===== config.mk =====
export PLATFORM = sky130hd
export DESIGN_NAME = frame_compare
export DESIGN_NICKNAME = d
export VERILOG_FILES = /design/src/rtl/frame_compare.sv
export SDC_FILE = /design/constraint.sdc
export NUM_CORES = 1
export LEC_CHECK = 0
export ABC_AREA = 1
export BUFFER_PORTS_ARGS = -buffer_cell sky130_fd_sc_hd__buf_2
export CAP_MARGIN = 5
export CORE_AREA = 2 2 90 92
export DETAILED_ROUTE_END_ITERATION = 6
export DIE_AREA = 0 0 92 94
export PLACE_DENSITY_LB_ADDON = 0.25
export REMOVE_ABC_BUFFERS = 1
export SYNTH_ARGS = -nofsm -noshare
export SYNTH_HDL_FRONTEND = slang
export SYNTH_SLANG_ARGS = --single-unit

===== constraint.sdc =====
create_clock -name clk -period 1.8 [get_ports clk]
set_clock_uncertainty 0.15 [all_clocks]
set_input_delay 0.18 -clock clk [delete_from_list [all_inputs] [get_ports clk]]
set_output_delay 0.18 -clock clk [all_outputs]
set_load 0.01 [all_outputs]

===== src/rtl/frame_compare.sv =====
`default_nettype none
// ============================================================================
// Module   : frame_compare
// Purpose  : Stores each RX frame in the frame BRAM and compares it byte by byte
//            with the frame stored there before it.
// Revision : 1.0 - initial release
// ============================================================================
module frame_compare #(
    parameter int MAX_LEN = 1501,
    parameter int ADDR_W  = 12
) (
    input  logic              clk,
    input  logic              rst,
    input  logic              rx_valid,
    input  logic [7:0]        rx_data,
    input  logic              rx_last,
    output logic              rx_ready,
    output logic [ADDR_W-1:0] bram_addr,
    output logic [7:0]        bram_din,
    output logic              bram_we,
    input  logic [7:0]        bram_dout,
    output logic              done,
    output logic              match,
    output logic              ref_valid,
    output logic [ADDR_W-1:0] mismatch_cnt,
    output logic [ADDR_W-1:0] frame_len,
    output logic              len_mismatch,
    output logic              overflow
);

    localparam logic [ADDR_W-1:0] c_MAX_LEN = ADDR_W'(MAX_LEN);
    localparam logic [ADDR_W-1:0] c_CNT_MAX = '1;

    typedef enum logic [1:0] {
        S_IDLE   = 2'd0,
        S_RUN    = 2'd1,
        S_DRAIN  = 2'd2,
        S_REPORT = 2'd3
    } state_t;

    state_t            r_state;
    state_t            w_state_nxt;
    logic              w_ready;
    logic              w_done;

    logic [ADDR_W-1:0] r_idx;
    logic [ADDR_W-1:0] r_mm_run;
    logic              r_ovf_run;
    logic [ADDR_W-1:0] r_prev_len;
    logic              r_have_ref;
    logic              r_s1_valid;
    logic [7:0]        r_s1_data;

    logic              r_match;
    logic              r_ref_valid;
    logic [ADDR_W-1:0] r_mismatch_cnt;
    logic [ADDR_W-1:0] r_frame_len;
    logic              r_len_mismatch;
    logic              r_overflow;

    logic              w_accept;
    logic              w_inrange;
    logic              w_wr;
    logic              w_diff;
    logic [ADDR_W-1:0] w_mm_next;
    logic              w_len_mis;

    always_comb begin
        w_state_nxt = r_state;
        w_ready     = 1'b0;
        w_done      = 1'b0;
        case (r_state)
            S_IDLE: begin
                w_ready = 1'b1;
                if (rx_valid)
                    w_state_nxt = rx_last ? S_DRAIN : S_RUN;
            end
            S_RUN: begin
                w_ready = 1'b1;
                if (rx_valid && rx_last)
                    w_state_nxt = S_DRAIN;
            end
            S_DRAIN:  w_state_nxt = S_REPORT;
            S_REPORT: begin
                w_done      = 1'b1;
                w_state_nxt = S_IDLE;
            end
            default:  w_state_nxt = S_IDLE;
        endcase
    end

    assign w_accept  = rx_valid & w_ready;
    assign w_inrange = (r_idx < c_MAX_LEN);
    assign w_wr      = w_accept & w_inrange;

    // bram_dout now holds the pre-write byte for the address driven last cycle
    assign w_diff    = r_s1_valid & (r_s1_data != bram_dout);
    assign w_mm_next = (w_diff && (r_mm_run != c_CNT_MAX)) ? r_mm_run + 1'b1 : r_mm_run;
    assign w_len_mis = r_have_ref & (r_idx != r_prev_len);

    always_ff @(posedge clk) begin
        if (rst) begin
            r_state        <= S_IDLE;
            r_idx          <= '0;
            r_mm_run       <= '0;
            r_ovf_run      <= 1'b0;
            r_prev_len     <= '0;
            r_have_ref     <= 1'b0;
            r_s1_valid     <= 1'b0;
            r_s1_data      <= 8'h00;
            r_match        <= 1'b0;
            r_ref_valid    <= 1'b0;
            r_mismatch_cnt <= '0;
            r_frame_len    <= '0;
            r_len_mismatch <= 1'b0;
            r_overflow     <= 1'b0;
        end else begin
            r_state    <= w_state_nxt;
            r_s1_valid <= w_wr & (r_idx < r_prev_len);
            r_s1_data  <= rx_data;

            if (r_state == S_REPORT) begin
                r_prev_len <= r_idx;
                r_have_ref <= ~r_ovf_run;
                r_idx      <= '0;
                r_mm_run   <= '0;
                r_ovf_run  <= 1'b0;
            end else begin
                r_mm_run <= w_mm_next;
                if (w_accept) begin
                    if (w_inrange)
                        r_idx <= r_idx + 1'b1;
                    else
                        r_ovf_run <= 1'b1;
                end
            end

            // Final compare lands in DRAIN, so results are captured with it
            if (r_state == S_DRAIN) begin
                r_mismatch_cnt <= w_mm_next;
                r_frame_len    <= r_idx;
                r_overflow     <= r_ovf_run;
                r_ref_valid    <= r_have_ref;
                r_len_mismatch <= w_len_mis;
                r_match        <= r_have_ref & ~w_len_mis & ~r_ovf_run & (w_mm_next == '0);
            end
        end
    end

    assign rx_ready     = w_ready;
    assign done         = w_done;
    assign bram_we      = w_wr;
    assign bram_addr    = r_idx;
    assign bram_din     = w_wr ? rx_data : 8'h00;
    assign match        = r_match;
    assign ref_valid    = r_ref_valid;
    assign mismatch_cnt = r_mismatch_cnt;
    assign frame_len    = r_frame_len;
    assign len_mismatch = r_len_mismatch;
    assign overflow     = r_overflow;

endmodule
`default_nettype wire


==> metrics.yaml, run 1 <==
synth_top_cell_by_area: "dfxtp_1"
yosys.area_share.adder: 0.0643
yosysMostFrequentCell: "nand2_1"
io_buffers: 70
worst_path_max_delay_cell: "dfxtp_4"
num_rows: 32
required_ps: 1470
clk_pin_slew_ps: 70
clk_latency_ps: 340
rrSetupSlack_ps: -210
clock_tree.root_cell: "clkbuf_8"
r2r_start: "r_state[0]"
cts_num_sinks: 77
dieArea_mm2: 0.00865
end_kind: "output pin"
min_to: "r_s1_data[0]"
cts_tree: "yes"
synth_sequential_area_ratio: 0.417
yosys-top-cells-count: "nand2_1, dfxtp_1, inv_1, nor2_1, a21oi_1"
irDropWorstVdd_mv: 0.695
wl_per_cell_um: 13.8
yosysWarningCount: 0
antenna_found_initial: 0
synthSimpleGateAreaFrac: 0.240
fillers: 573
syn_inst: 506
relSlewSlack: 0.713
syn-cell-area_mm2: 0.00370
hold_ws_ps: 42.9
ant_nets: 0
async_flop_share: 0
design_area_mm2: 0.00543
cts_made_buffers: 9
drt-total-wl_mm: 10.5
post-route-period-util: 1.12
ios: 71
worstPathCellList: "inv_4 > ha_4 > or2_4 > nand2_4 > nor2_4 > buf_4 > buf_6 > buf_6"
violations: "setup timing"
drive_gt1_frac: 0.382
setup_slack_ps: -213
min_path_cells: 2
areaGrowthSynthToFinish_pct: 46.7
drt-pass1-iter-count: 5
route.detailed.drc: 0
hp-start: "rst"
dp_hpwl_mm: 6.77
routabilityCongestion: 0.921
max_cap_violations: 0
synthDistinctLibCells: 31
crit_path_max_fanout: 4
cp_data_arrival_time_ps: 1680
tightest_slew_ps: 427
initial_core_util: 0.486
min_path_type: "in -> reg"
synth.top_cell.area_share: 0.417
synth.area.mux_share: 0
via_count: 3849
grt_max_degree: 40
final.setup.tns_ps: -2370
synth_ff_type: "dfxtp_1"
critPathLaunchType: "register"
htreeDepth: 3
synth_xor_area_frac: 0.0237
gr-usage-all-layers: 0.237
p_per_area_mw_per_mm2: 1360
hold_viol_final: 0
grt_pass1_vias: 3659
max_stage_delay_ps: 390
final_max_slew_viol_count: 0
crit_path_frequent_cell: "buf_6"
synth-seq-cells: 77
p_leak_uw: 0.00264
clock.fmax_mhz: 497
synth_top_family_by_area: "simple AND/OR/NAND/NOR gates"
status: "finished, violations left"
path_class: "reg -> out"
pre_cts_ws_ps: -150
diodes: 0
synth_area_leaders: "dfxtp_1, nand2_1, inv_1"
grt_first_pass_wirelength_mm: 16.5
drtIter0Drc: 111
synth_compound_area_frac: 0.150
seq_area_mm2: 0.00157
r2r-end: "bram_addr[9]"
placed_area_mm2: 0.00457
core_mm2: 0.00761
die-height_um: 94
fin_util: 0.713
die_w_um: 92
multiInputGateArea_mm2: 0.00200
syn_area_per_cell_um2: 7.31
nets: 698
grt-ovfl-total: 0
finalSetupViolCount: 20
clockBufferDepth: 2
r2r_cells: 11
via_per_inst: 5.04
synth-edff-count: 0
period_minus_slack_ps: 2010
rsz0062_at_grt: "yes"
sequential cells by signal (all words and copies together) (netlist names):
name,flops
bram_addr,12
frame_len,12
len_mismatch,1
match,1
mismatch_cnt,12
overflow,1
r_have_ref,1
r_mm_run,12
r_ovf_run,1
r_prev_len,12
r_s1_data,8
r_s1_valid,1
r_state,2
ref_valid,1
what timing repair did:
item,CTS,global route
gates resized for setup,48,60
cloned,1,3
buffers inserted,8,14
hold buffers,8,0
endpoints found under the hold margin,8,0
endpoints found under the setup margin,21,35
pin swaps,12,38
critical path: cells and delay by family, from the launching register on:
| kind | cells | cell delay [ps] |
|---|---|---|
| buffers and inverters | 4 | 400 |
| adder cells (fa/ha/maj) | 1 | 150 |
| flip-flops | 1 | 390 |
| AND/OR/NAND/NOR | 3 | 390 |
final cells by class:
cell class | count | area share
clock buffer | 9 | 0.0228
clock inverter | 5 | 0.0231
inverter | 80 | 0.0567
multi-input combinational | 330 | 0.369
sequential | 77 | 0.288
tap | 102 | 0.0235
timing repair buffer | 160 | 0.215
timing repair inverter | 1 | 0.00138
cell families after synthesis:
logic type	Yosys count
buffers and inverters	100
adders and majority gates	19
AOI/OAI and AO/OA	101
xor gates and xnor gates	10
DFF	77
and+or+nand+nor	199
stage by stage:
stage	std cells	total power [µW]
6_report	764	7370
5_1_grt	764	7870
4_1_cts	751	6870
2_1_floorplan	486	3720
3_3_place_gp	721	4820
3_5_place_dp	721	4900
layout by cell type, fill, tap and decap left out, types with 10 or more instances in the layout:
| master | instances |
|---|---|
| nand3_1 | 10 |
| ha_1 | 14 |
| o211ai_1 | 12 |
| buf_2 | 67 |
| buf_6 | 20 |
| nand4_1 | 18 |
| dfxtp_2 | 13 |
| a21oi_1 | 41 |
| nor2_1 | 44 |
| inv_2 | 10 |
| nor2_2 | 10 |
| inv_1 | 66 |
| o21ai_0 | 31 |
| buf_4 | 62 |
| nand2_2 | 17 |
| dfxtp_1 | 62 |
| nand2_1 | 80 |
layer usage:
metal | GRT usage | vias to the layer above | share of wire
met5 | 0 | - | 0
met4 | 0.0896 | 0 | 0.019
met3 | 0.0409 | 21 | 0.045
met2 | 0.441 | 100 | 0.53
met1 | 0.271 | 1787 | 0.41
li1 | - | 1941 | -
where the power goes:
part / leakage [µW] / switching [µW] / total [µW] / internal, µW
Combinational: 0.00188 / 1810 / 3400 / 1600
Clock: 0.000125 / 597 / 1640 / 1040
Sequential: 0.000635 / 230 / 2330 / 2100
Total: 0.00264 / 2630 / 7370 / 4740
how the worst max path moves through the flow:
stage | startpoint | endpoint | slack, ps | cells after the start
2_1_floorplan | r_state[0] | match | -410 | 8
3_3_place_gp | r_state[0] | bram_din[5] | -40 | 8
3_5_place_dp | r_prev_len[9] | match | -150 | 10
4_1_cts | bram_addr[0] | bram_din[0] | -180 | 9
5_1_grt | r_state[0] | bram_din[0] | -320 | 8
6_report | r_state[0] | bram_we | -210 | 8
(Power assumes the default switching activity.)
==> run 2: changes to the inputs <==
- GPL_TIMING_DRIVEN: default -> 0
==> run 2 against run 1 <==
  * The run still ends with setup timing left
  * Largest power group unchanged
  * Worst setup slack worse by 66 ps
  * Clock power is 13% lower
  * Count of clock-buffer cells in the layout is 2 higher
  * Hold slack worse by 4.3 ps
  * First-iteration DRC count is 52% higher
  * Combinational power is 14% lower
  * Non-clock buffer count is 51 lower
  * Routed wire length is 3.7% lower
  * Critical endpoint is now bram_din[1]
==> metrics.yaml, run 2 (synthesis gave the netlist of run 1 again) <==
status: "finished, violations left"
violations: "setup timing"
drive_gt1_frac: 0.332
critPathLaunchType: "register"
fin_total_pwr_uw: 6750
gr-usage-all-layers: 0.228
crit_path_max_fanout: 4
die_w_um: 92
required_ps: 1470
p_per_area_mw_per_mm2: 1350
die-height_um: 94
areaGrowthSynthToFinish_pct: 34.9
clk_latency_ps: 340
clk_pin_slew_ps: 80
nets: 647
p_leak_uw: 0.00236
final_cell_mix: "nand2_1, buf_2, inv_1, dfxtp_1, nor2_1"
clockBufferDepth: 2
period_minus_slack_ps: 2080
relSlewSlack: 0.567
routabilityCongestion: 0.884
finalSetupViolCount: 40
num_rows: 32
drtIter0Drc: 169
ant_nets: 0
multiInputGateArea_mm2: 0.00203
cts_num_sinks: 77
rsz0062_at_grt: "yes"
cts_tree: "yes"
path_class: "reg -> out"
core_mm2: 0.00761
grt-ovfl-total: 0
max_cap_violations: 0
pre_cts_ws_ps: -538
route.detailed.drc: 0
layout_commonest_cell: "nand2_1"
antenna_found_initial: 0
seq_area_mm2: 0.00157
end_kind: "output pin"
grt_max_degree: 40
fillers: 678
cp_data_arrival_time_ps: 1750
diodes: 0
dieArea_mm2: 0.00865
irDropWorstVdd_mv: 0.701
instances_no_fill: 714
io_buffers: 70
wl_per_cell_um: 14.2
initial_core_util: 0.486
cts_made_buffers: 9
ios: 71
dp_hpwl_mm: 5.93
tightest_slew_ps: 648
via_count: 3740
worst_path_max_delay_cell: "dfxtp_4"
min_path_type: "in -> reg"
grt_pass1_vias: 3649
clock_tree.root_cell: "clkbuf_8"
drt-pass1-iter-count: 4
final_max_slew_viol_count: 0
worstPathCellList: "inv_4 > ha_4 > or2_4 > nand2_4 > nor2_4 > clkinvlp_4 > nor2_2 > buf_2"
clock.fmax_mhz: 481
place_inst: 658
htreeDepth: 3
setup_slack_ps: -279
drt-total-wl_mm: 10.1
max_stage_delay_ps: 360
hold_viol_final: 0
via_per_inst: 5.24
post-route-period-util: 1.15
grt_first_pass_wirelength_mm: 15.8
==> run 2: changes by cell type in the layout (fill, tap and decap cells not counted), sizes merged <==
| cell | before | now |
|---|---|---|
| inv | 79 | 78 |
| clkbuf | 10 | 11 |
| buf | 151 | 101 |
| bufinv | 4 | 2 |
| clkinvlp | 1 | 3 |
==> run 2: worst max-delay path, delay by kind of cell (launching register included) <==
kind | cells | cell delay [ps]
flip-flops | 1 | 360
adder cells (fa/ha/maj) | 1 | 160
AND/OR/NAND/NOR | 4 | 520
buffers and inverters | 3 | 360
==> run 2: timing repair <==
action,CTS,global route
gates cloned,1,1
pin swaps,13,21
hold buffers,8,0
setup endpoints to repair,65,51
setup buffers,19,12
gates resized for setup,54,49
endpoints found under the hold margin,8,0
==> run 2: path summary, 6_finish.rpt <==
kind / startpoint / end / slack (ps) / depth (start not counted)
worst max register to register: r_state[1] / bram_addr[9] / -230 / 12
worst min-delay path: rx_valid / r_ovf_run / 40 / 3
worst max-delay path: r_state[1] / bram_din[1] / -280 / 8
worst min register to register: mismatch_cnt[9] / mismatch_cnt[9] / 330 / 2
==> run 2: area by class of cell <==
class	instances	area share
multi-input combinational	330	0.408
sequential	77	0.315
timing repair buffer	109	0.144
inverter	80	0.0634
clock buffer	11	0.0283
tap	102	0.0256
clock inverter	4	0.0145
timing repair inverter	1	0.00150
==> run 2: power by group <==
| part | total [µW] | switching (µW) | leakage [µW] | internal [µW] |
|---|---|---|---|---|
| combinational | 2930 | 1690 | 0.00162 | 1240 |
| sequential | 2390 | 278 | 0.000635 | 2110 |
| clock | 1430 | 623 | 0.000105 | 810 |
| total | 6750 | 2590 | 0.00236 | 4160 |
==> run 2: per-stage QoR <==
stage	instance area [µm²]	util	setup TNS [ps]	hold WS, ps
final	4990	0.656	-4240	38.7
after global routing	4990	0.656	-8720	52.4
after CTS	4730	0.621	-2590	7.67
after detailed placement	4090	0.538	-18510	254
after global placement	4090	0.537	-28540	250
after floorplan	3610	-	-2630	92.4
==> run 2: layer usage <==
layer | global-route usage | vias to the layer above | wire length, µm
met3 | 0.0506 | 32 | 493
met4 | 0.0933 | 0 | 314
met5 | 0 | - | 0
met1 | 0.249 | 1763 | 4090
li1 | - | 1843 | -
met2 | 0.425 | 102 | 5250
